==> src/rtl/morse_capture_ctrl.sv <==
// morse_capture_ctrl: sequences a single Morse character-capture engine.
// Derives the dit/dah/word/tolerance thresholds from one base dit duration,
// kicks the capture engine with a start pulse, and queues every completed
// character or word gap into a small output FIFO for a downstream reader.

`ifndef PULSE_CNT_W
`define PULSE_CNT_W 16
`endif
`ifndef MORSE_LEN_W
`define MORSE_LEN_W 3
`endif
`ifndef MAX_MORSE_LEN
`define MAX_MORSE_LEN 6
`endif

module morse_capture_ctrl #(
  parameter int FIFO_DEPTH = 4
) (
  input  logic                      clk,
  input  logic                      rst,
  input  logic                      ce,
  input  logic                      enable,
  input  logic [`PULSE_CNT_W-1:0]   dit_time,
  output logic                      cap_start,
  output logic [`PULSE_CNT_W-1:0]   cap_dit_time,
  output logic [`PULSE_CNT_W-1:0]   cap_dah_time,
  output logic [`PULSE_CNT_W-1:0]   cap_word_time,
  output logic [`PULSE_CNT_W-1:0]   cap_tol_time,
  input  logic [`MORSE_LEN_W-1:0]   cap_len,
  input  logic [`MAX_MORSE_LEN-1:0] cap_dits_dahs,
  input  logic                      cap_error,
  input  logic                      cap_word_end,
  input  logic                      cap_ceo,
  output logic                      out_valid,
  input  logic                      out_ready,
  output logic                      out_space,
  output logic                      out_error,
  output logic [`MORSE_LEN_W-1:0]   out_len,
  output logic [`MAX_MORSE_LEN-1:0] out_dits_dahs,
  output logic                      busy,
  output logic                      overflow
);

  localparam int PW = `PULSE_CNT_W;
  localparam int LW = `MORSE_LEN_W;
  localparam int ML = `MAX_MORSE_LEN;
  localparam int AW = (FIFO_DEPTH > 2) ? $clog2(FIFO_DEPTH) : 1;

  typedef enum logic [1:0] {
    IDLE   = 2'd0,
    LOAD   = 2'd1,
    ARM    = 2'd2,
    LISTEN = 2'd3
  } state_t;

  typedef struct packed {
    logic          space;
    logic          error;
    logic [LW-1:0] len;
    logic [ML-1:0] dits_dahs;
  } entry_t;

  // Multiply the base duration by a small constant at PW+3 bits and clamp
  // to all-ones when the product no longer fits the threshold width.
  function automatic logic [PW-1:0] sat_mul(input logic [PW-1:0] base, input logic [2:0] k);
    logic [PW+2:0] prod;
    prod = {3'b000, base} * {{PW{1'b0}}, k};
    if (prod[PW+2:PW] != 3'b000) begin
      sat_mul = {PW{1'b1}};
    end else begin
      sat_mul = prod[PW-1:0];
    end
  endfunction

  state_t          state_r, state_next_s;
  logic            cap_start_r, busy_r, overflow_r;
  logic [PW-1:0]   dit_r, dah_r, word_r, tol_r;
  logic            push_s, pop_s, wr_en_s, empty_s, full_s;
  entry_t          push_entry_s, head_s;
  logic [AW:0]     wr_ptr_r, rd_ptr_r;
  entry_t          mem_r [FIFO_DEPTH];

  assign empty_s = (wr_ptr_r == rd_ptr_r);
  assign full_s  = (wr_ptr_r[AW] != rd_ptr_r[AW]) && (wr_ptr_r[AW-1:0] == rd_ptr_r[AW-1:0]);
  assign pop_s   = (~empty_s) & out_ready;
  assign wr_en_s = push_s & ((~full_s) | pop_s);
  assign head_s  = mem_r[rd_ptr_r[AW-1:0]];

  // Next-state and capture-event decode; nothing moves on ce=0 cycles.
  always_comb begin
    state_next_s = state_r;
    push_s       = 1'b0;
    push_entry_s = '0;
    if (ce) begin
      case (state_r)
        IDLE: begin
          if (enable) state_next_s = LOAD;
          else        state_next_s = IDLE;
        end
        LOAD: begin
          if (enable) state_next_s = ARM;
          else        state_next_s = IDLE;
        end
        ARM: begin
          if (enable) state_next_s = LISTEN;
          else        state_next_s = IDLE;
        end
        LISTEN: begin
          if (cap_ceo) begin
            push_s = 1'b1;
            if (cap_word_end) begin
              push_entry_s.space = 1'b1;
              if (enable) state_next_s = ARM;
              else        state_next_s = IDLE;
            end else begin
              push_entry_s.error     = cap_error;
              push_entry_s.len       = cap_len;
              push_entry_s.dits_dahs = cap_dits_dahs;
              state_next_s           = LISTEN;
            end
          end else if (!enable) begin
            state_next_s = IDLE;
          end else begin
            state_next_s = LISTEN;
          end
        end
        default: state_next_s = IDLE;
      endcase
    end else begin
      state_next_s = state_r;
    end
  end

  // State register plus registered decodes of the upcoming state.
  always_ff @(posedge clk or posedge rst) begin
    if (rst) begin
      state_r     <= IDLE;
      cap_start_r <= 1'b0;
      busy_r      <= 1'b0;
    end else begin
      state_r     <= state_next_s;
      cap_start_r <= (state_next_s == ARM);
      busy_r      <= (state_next_s != IDLE);
    end
  end

  // Threshold registers: captured only while in LOAD on a ce cycle.
  always_ff @(posedge clk or posedge rst) begin
    if (rst) begin
      dit_r  <= {PW{1'b0}};
      dah_r  <= {PW{1'b0}};
      word_r <= {PW{1'b0}};
      tol_r  <= {PW{1'b0}};
    end else if (ce && (state_r == LOAD)) begin
      dit_r  <= dit_time;
      dah_r  <= sat_mul(dit_time, 3'd3);
      word_r <= sat_mul(dit_time, 3'd7);
      tol_r  <= dit_time >> 1;
    end
  end

  // Sticky drop flag: set on a rejected push, cleared when a new run starts.
  always_ff @(posedge clk or posedge rst) begin
    if (rst) begin
      overflow_r <= 1'b0;
    end else if (ce && (state_r == IDLE) && enable) begin
      overflow_r <= 1'b0;
    end else if (push_s && full_s && !pop_s) begin
      overflow_r <= 1'b1;
    end
  end

  // FIFO storage and pointers; pop is free-running, push is ce-qualified.
  always_ff @(posedge clk or posedge rst) begin
    if (rst) begin
      wr_ptr_r <= {(AW+1){1'b0}};
      rd_ptr_r <= {(AW+1){1'b0}};
      for (int i = 0; i < FIFO_DEPTH; i++) begin
        mem_r[i] <= '0;
      end
    end else begin
      if (wr_en_s) begin
        mem_r[wr_ptr_r[AW-1:0]] <= push_entry_s;
        wr_ptr_r                <= wr_ptr_r + {{AW{1'b0}}, 1'b1};
      end
      if (pop_s) begin
        rd_ptr_r <= rd_ptr_r + {{AW{1'b0}}, 1'b1};
      end
    end
  end

  // Head-of-queue view, forced to zero whenever the queue is empty.
  always_comb begin
    out_valid = ~empty_s;
    if (empty_s) begin
      out_space     = 1'b0;
      out_error     = 1'b0;
      out_len       = {LW{1'b0}};
      out_dits_dahs = {ML{1'b0}};
    end else begin
      out_space     = head_s.space;
      out_error     = head_s.error;
      out_len       = head_s.len;
      out_dits_dahs = head_s.dits_dahs;
    end
  end

  assign cap_start     = cap_start_r;
  assign busy          = busy_r;
  assign overflow      = overflow_r;
  assign cap_dit_time  = dit_r;
  assign cap_dah_time  = dah_r;
  assign cap_word_time = word_r;
  assign cap_tol_time  = tol_r;

endmodule
==> config.mk <==
export PLATFORM = sky130hd
export DESIGN_NAME = morse_capture_ctrl
export DESIGN_NICKNAME = d
export VERILOG_FILES = /design/src/rtl/morse_capture_ctrl.sv
export SDC_FILE = /design/constraint.sdc
export NUM_CORES = 1
export LEC_CHECK = 0
export ABC_AREA = 1
export CAP_MARGIN = 0
export CORE_ASPECT_RATIO = 1.4
export CORE_UTILIZATION = 50
export CTS_CLUSTER_DIAMETER = 60
export DETAILED_ROUTE_END_ITERATION = 10
export PLACE_DENSITY = 0.9
export REMOVE_ABC_BUFFERS = 1
export SLEW_MARGIN = 20
export SYNTH_ARGS = -nofsm -noshare
export SYNTH_HDL_FRONTEND = slang
export SYNTH_SLANG_ARGS = --single-unit
==> constraint.sdc <==
create_clock -name clk -period 3.6 [get_ports clk]
set_clock_uncertainty 0.2 [all_clocks]
set_input_delay 0.72 -clock clk [delete_from_list [all_inputs] [get_ports clk]]
set_output_delay 0.72 -clock clk [all_outputs]
set_load 0.01 [all_outputs]
==> results.cfg <==
[outcome]
status = finished clean

[global_route]
overflow = 0
antenna_found_initial = 0
grt_pass1_vias = 6390
grt_max_degree = 49
grt_pass1_wl_um = 30400
grt_use_total_pct = 26.9

[worst_setup_path]
end_kind = flip-flop
worstPathArrival_ps = 3400
cp-start-kind = input port
r2r.worst_path.cells = 8
critPathRequiredTime_ps = 3630
slowest_stage = fa_1
r2r-end = mem_r[35]
critPathMaxFanout = 4
rr_startpoint = wr_ptr_r[0]
crit_top_cell = nand2_1
cpPeakStageDelay_ps = 560
r2r_slack_ps = 1540
critPathKind = in2reg
cp-startpoint = dit_time[2]
path_cells = clkdlybuf4s50_1 -> inv_1 -> fa_1 -> inv_1 -> ha_1 -> inv_1 -> nand2_1 -> nand3_1 -> nand2_2 -> nand2_1 -> nand2_1 -> nand2_2 -> inv_1 -> nor2_1 -> nand2_1 -> nand2_1 -> nand3_1

[min_path]
hold_class = reg2reg
whs_endpoint = cap_dit_time[0]
whs_path_depth = 2
hp-start = cap_dit_time[0]

[yosys]
yosys_register_bits = 103
ys_seq_area_share_pct = 36.1
syn_area_um2 = 7140
ys_warn_count = 0
syn_area_per_cell_um2 = 7.50
synth_cell_type_count = 36
synthCells = 952

[route]
vias = 6638
routedWlPerCell_um = 15.0
route.detailed.drc = 0
drtPass1Iterations = 7
finalWirelength_um = 19200
vias_per_cell = 5.19
drt_iter0_drc = 317
final_antenna_net_count = 0

[timing]
tns_ps = 0
fmax_mhz = 296
fin_crit_sh_pct = 93.7
rsz0062_at_grt = no
final_hold_viol_count = 0
slew_viol_final = 0
max_slew_margin_pct = 52.4
fin_crit_ps = 3370
setup_viol = 0
worstMarginPinSlew_ps = 713

[clocking]
htreeDepth = 3
cts_buffers = 9
hold_buffers = 0
postCtsSetupBuffers = 0
insertion_delay_ps = 350
cts_resized = 0
root_buffer = clkbuf_16
cts.clk_slew.worst_paths_ps = 80
tritoncts = yes
cts_sinks = 103
cts_buffer_depth = 2

[floorplan]
die_h_um = 143
core_um2 = 13900
ios = 112
die_area_um2 = 14800
start_util_pct = 51.4
die_w_um = 103
rows = 51

[flow_run]
max_cap_violations = 0

[final_layout]
final_cell_mix = 268 x nand2_1, 120 x inv_1, 110 x clkdlybuf4s50_1
area_growth_pct = 26.3
antenna_cells = 0
drive_gt1_share_pct = 14.2
final_common_cell = nand2_1
nNetsFinal = 1178
post-route-util_pct = 64.9

[power]
p_leak_nw = 4.55
p_total_mw = 6.31
peakVddDrop_uv = 392
powerDensity_nw_per_um2 = 700

[placed_design]
gp_congestion = 0.935
dpl.hpwl_um = 14600
port_buffers = 110
[layer usage]
metal  wire length (um)  GRT usage (%)
met1               7080           29.3
met2              10200           49.6
met4                715           13.1
met5                  0              0
met3               1130           4.52
[how the worst max path moves through the flow]
stage                              to  slack, ps  cells after the start
global route         cap_word_time[0]         80                     13
detailed placement   cap_word_time[0]        -80                     17
finish               cap_word_time[0]        230                     17
floorplan             cap_dah_time[2]       -690                      6
CTS                  cap_word_time[0]        270                     17
global placement    cap_word_time[14]        -40                     15
[where the power goes]
part / switching, mW / internal, mW
Sequential: 0.267 / 1.60
Clock: 0.470 / 0.620
Combinational: 1.76 / 1.60
[worst max-delay path, delay by kind of cell]
kind,cells,cell delay (ps)
fa+ha+maj,2,900
buf+inv,5,870
simple gates,10,920
[synthesized netlist by cell type]
cell type  count  area, um^2
or2_2          6        37.5
o21bai_1       3        22.5
nand3_2        6        60.1
nor2_1        75         282
conb_1         1        3.75
and2_1         1        6.26
nand4_1        5        31.3
clkbuf_1      13        48.8
fa_1          17         340
nand2_1      268        1010
nor3_2         3        30.0
inv_2          8        30.0
buf_2          9        45.0
dfrtp_1      103        2580
xor2_1        13         114
ha_1          38         475
o22a_1         1        8.76
xnor2_1        7        61.3
nor3_1         2        10.0
o21bai_2       7        78.8
inv_1        121         454
nor2_4         3        33.8
buf_6          1        11.3
nand2_2       11        68.8
buf_4         20         150
o21ai_2        1        8.76
o21ai_0       76         380
o21ai_1       12        60.1
a21oi_1       46         230
buf_1          4        15.0
nor2_2        10        62.6
buf_12         1        20.0
nand3_1       40         200
a21oi_2       17         149
nand3b_1       2        15.0
a21oi_4        1        16.3
[per-stage QoR]
stage	hold slack [ps]	setup slack, ps	cells	cell area (um^2)
4_1_cts	287	272	1280	9020
5_1_grt	302	79.9	1280	9020
6_report	280	227	1280	9020
3_3_place_gp	261	-43.9	1264	8700
2_1_floorplan	262	-693	904	6850
3_5_place_dp	268	-79.9	1264	8700
[cells by family (layout without fill, tap and decap cells)]
| kind of cell | count (synthesis) | in the layout | synth area share, % |
|---|---|---|---|
| simple gates | 432 | 432 | 25.8 |
| buf+inv | 177 | 320 | 10.8 |
| compound gates | 164 | 164 | 13.4 |
| flops | 103 | 103 | 36.1 |
| fa+ha+maj | 55 | 55 | 11.4 |
| xor+xnor | 20 | 20 | 2.45 |
| other cells | 1 | 1 | 0.0525 |
[cell type report]
| cell class | count | area, um^2 |
|---|---|---|
| multi-input cells | 672 | 3800 |
| clock inverters | 7 | 103 |
| well taps | 185 | 231 |
| repair buffers | 175 | 1600 |
| inverters | 129 | 487 |
| fillers | 1118 | 4890 |
| flip-flops and latches | 103 | 2580 |
| clock buffers | 9 | 225 |
[flip-flops by register name, indices dropped and copies added (netlist names)]
signal,count
overflow,1
cap_word_time,16
cap_start,1
wr_ptr_r,3
rd_ptr_r,3
busy,1
cap_dah_time,16
mem_r,44
state_r,2
cap_dit_time,16
Power figures use the tool's default switching activity.
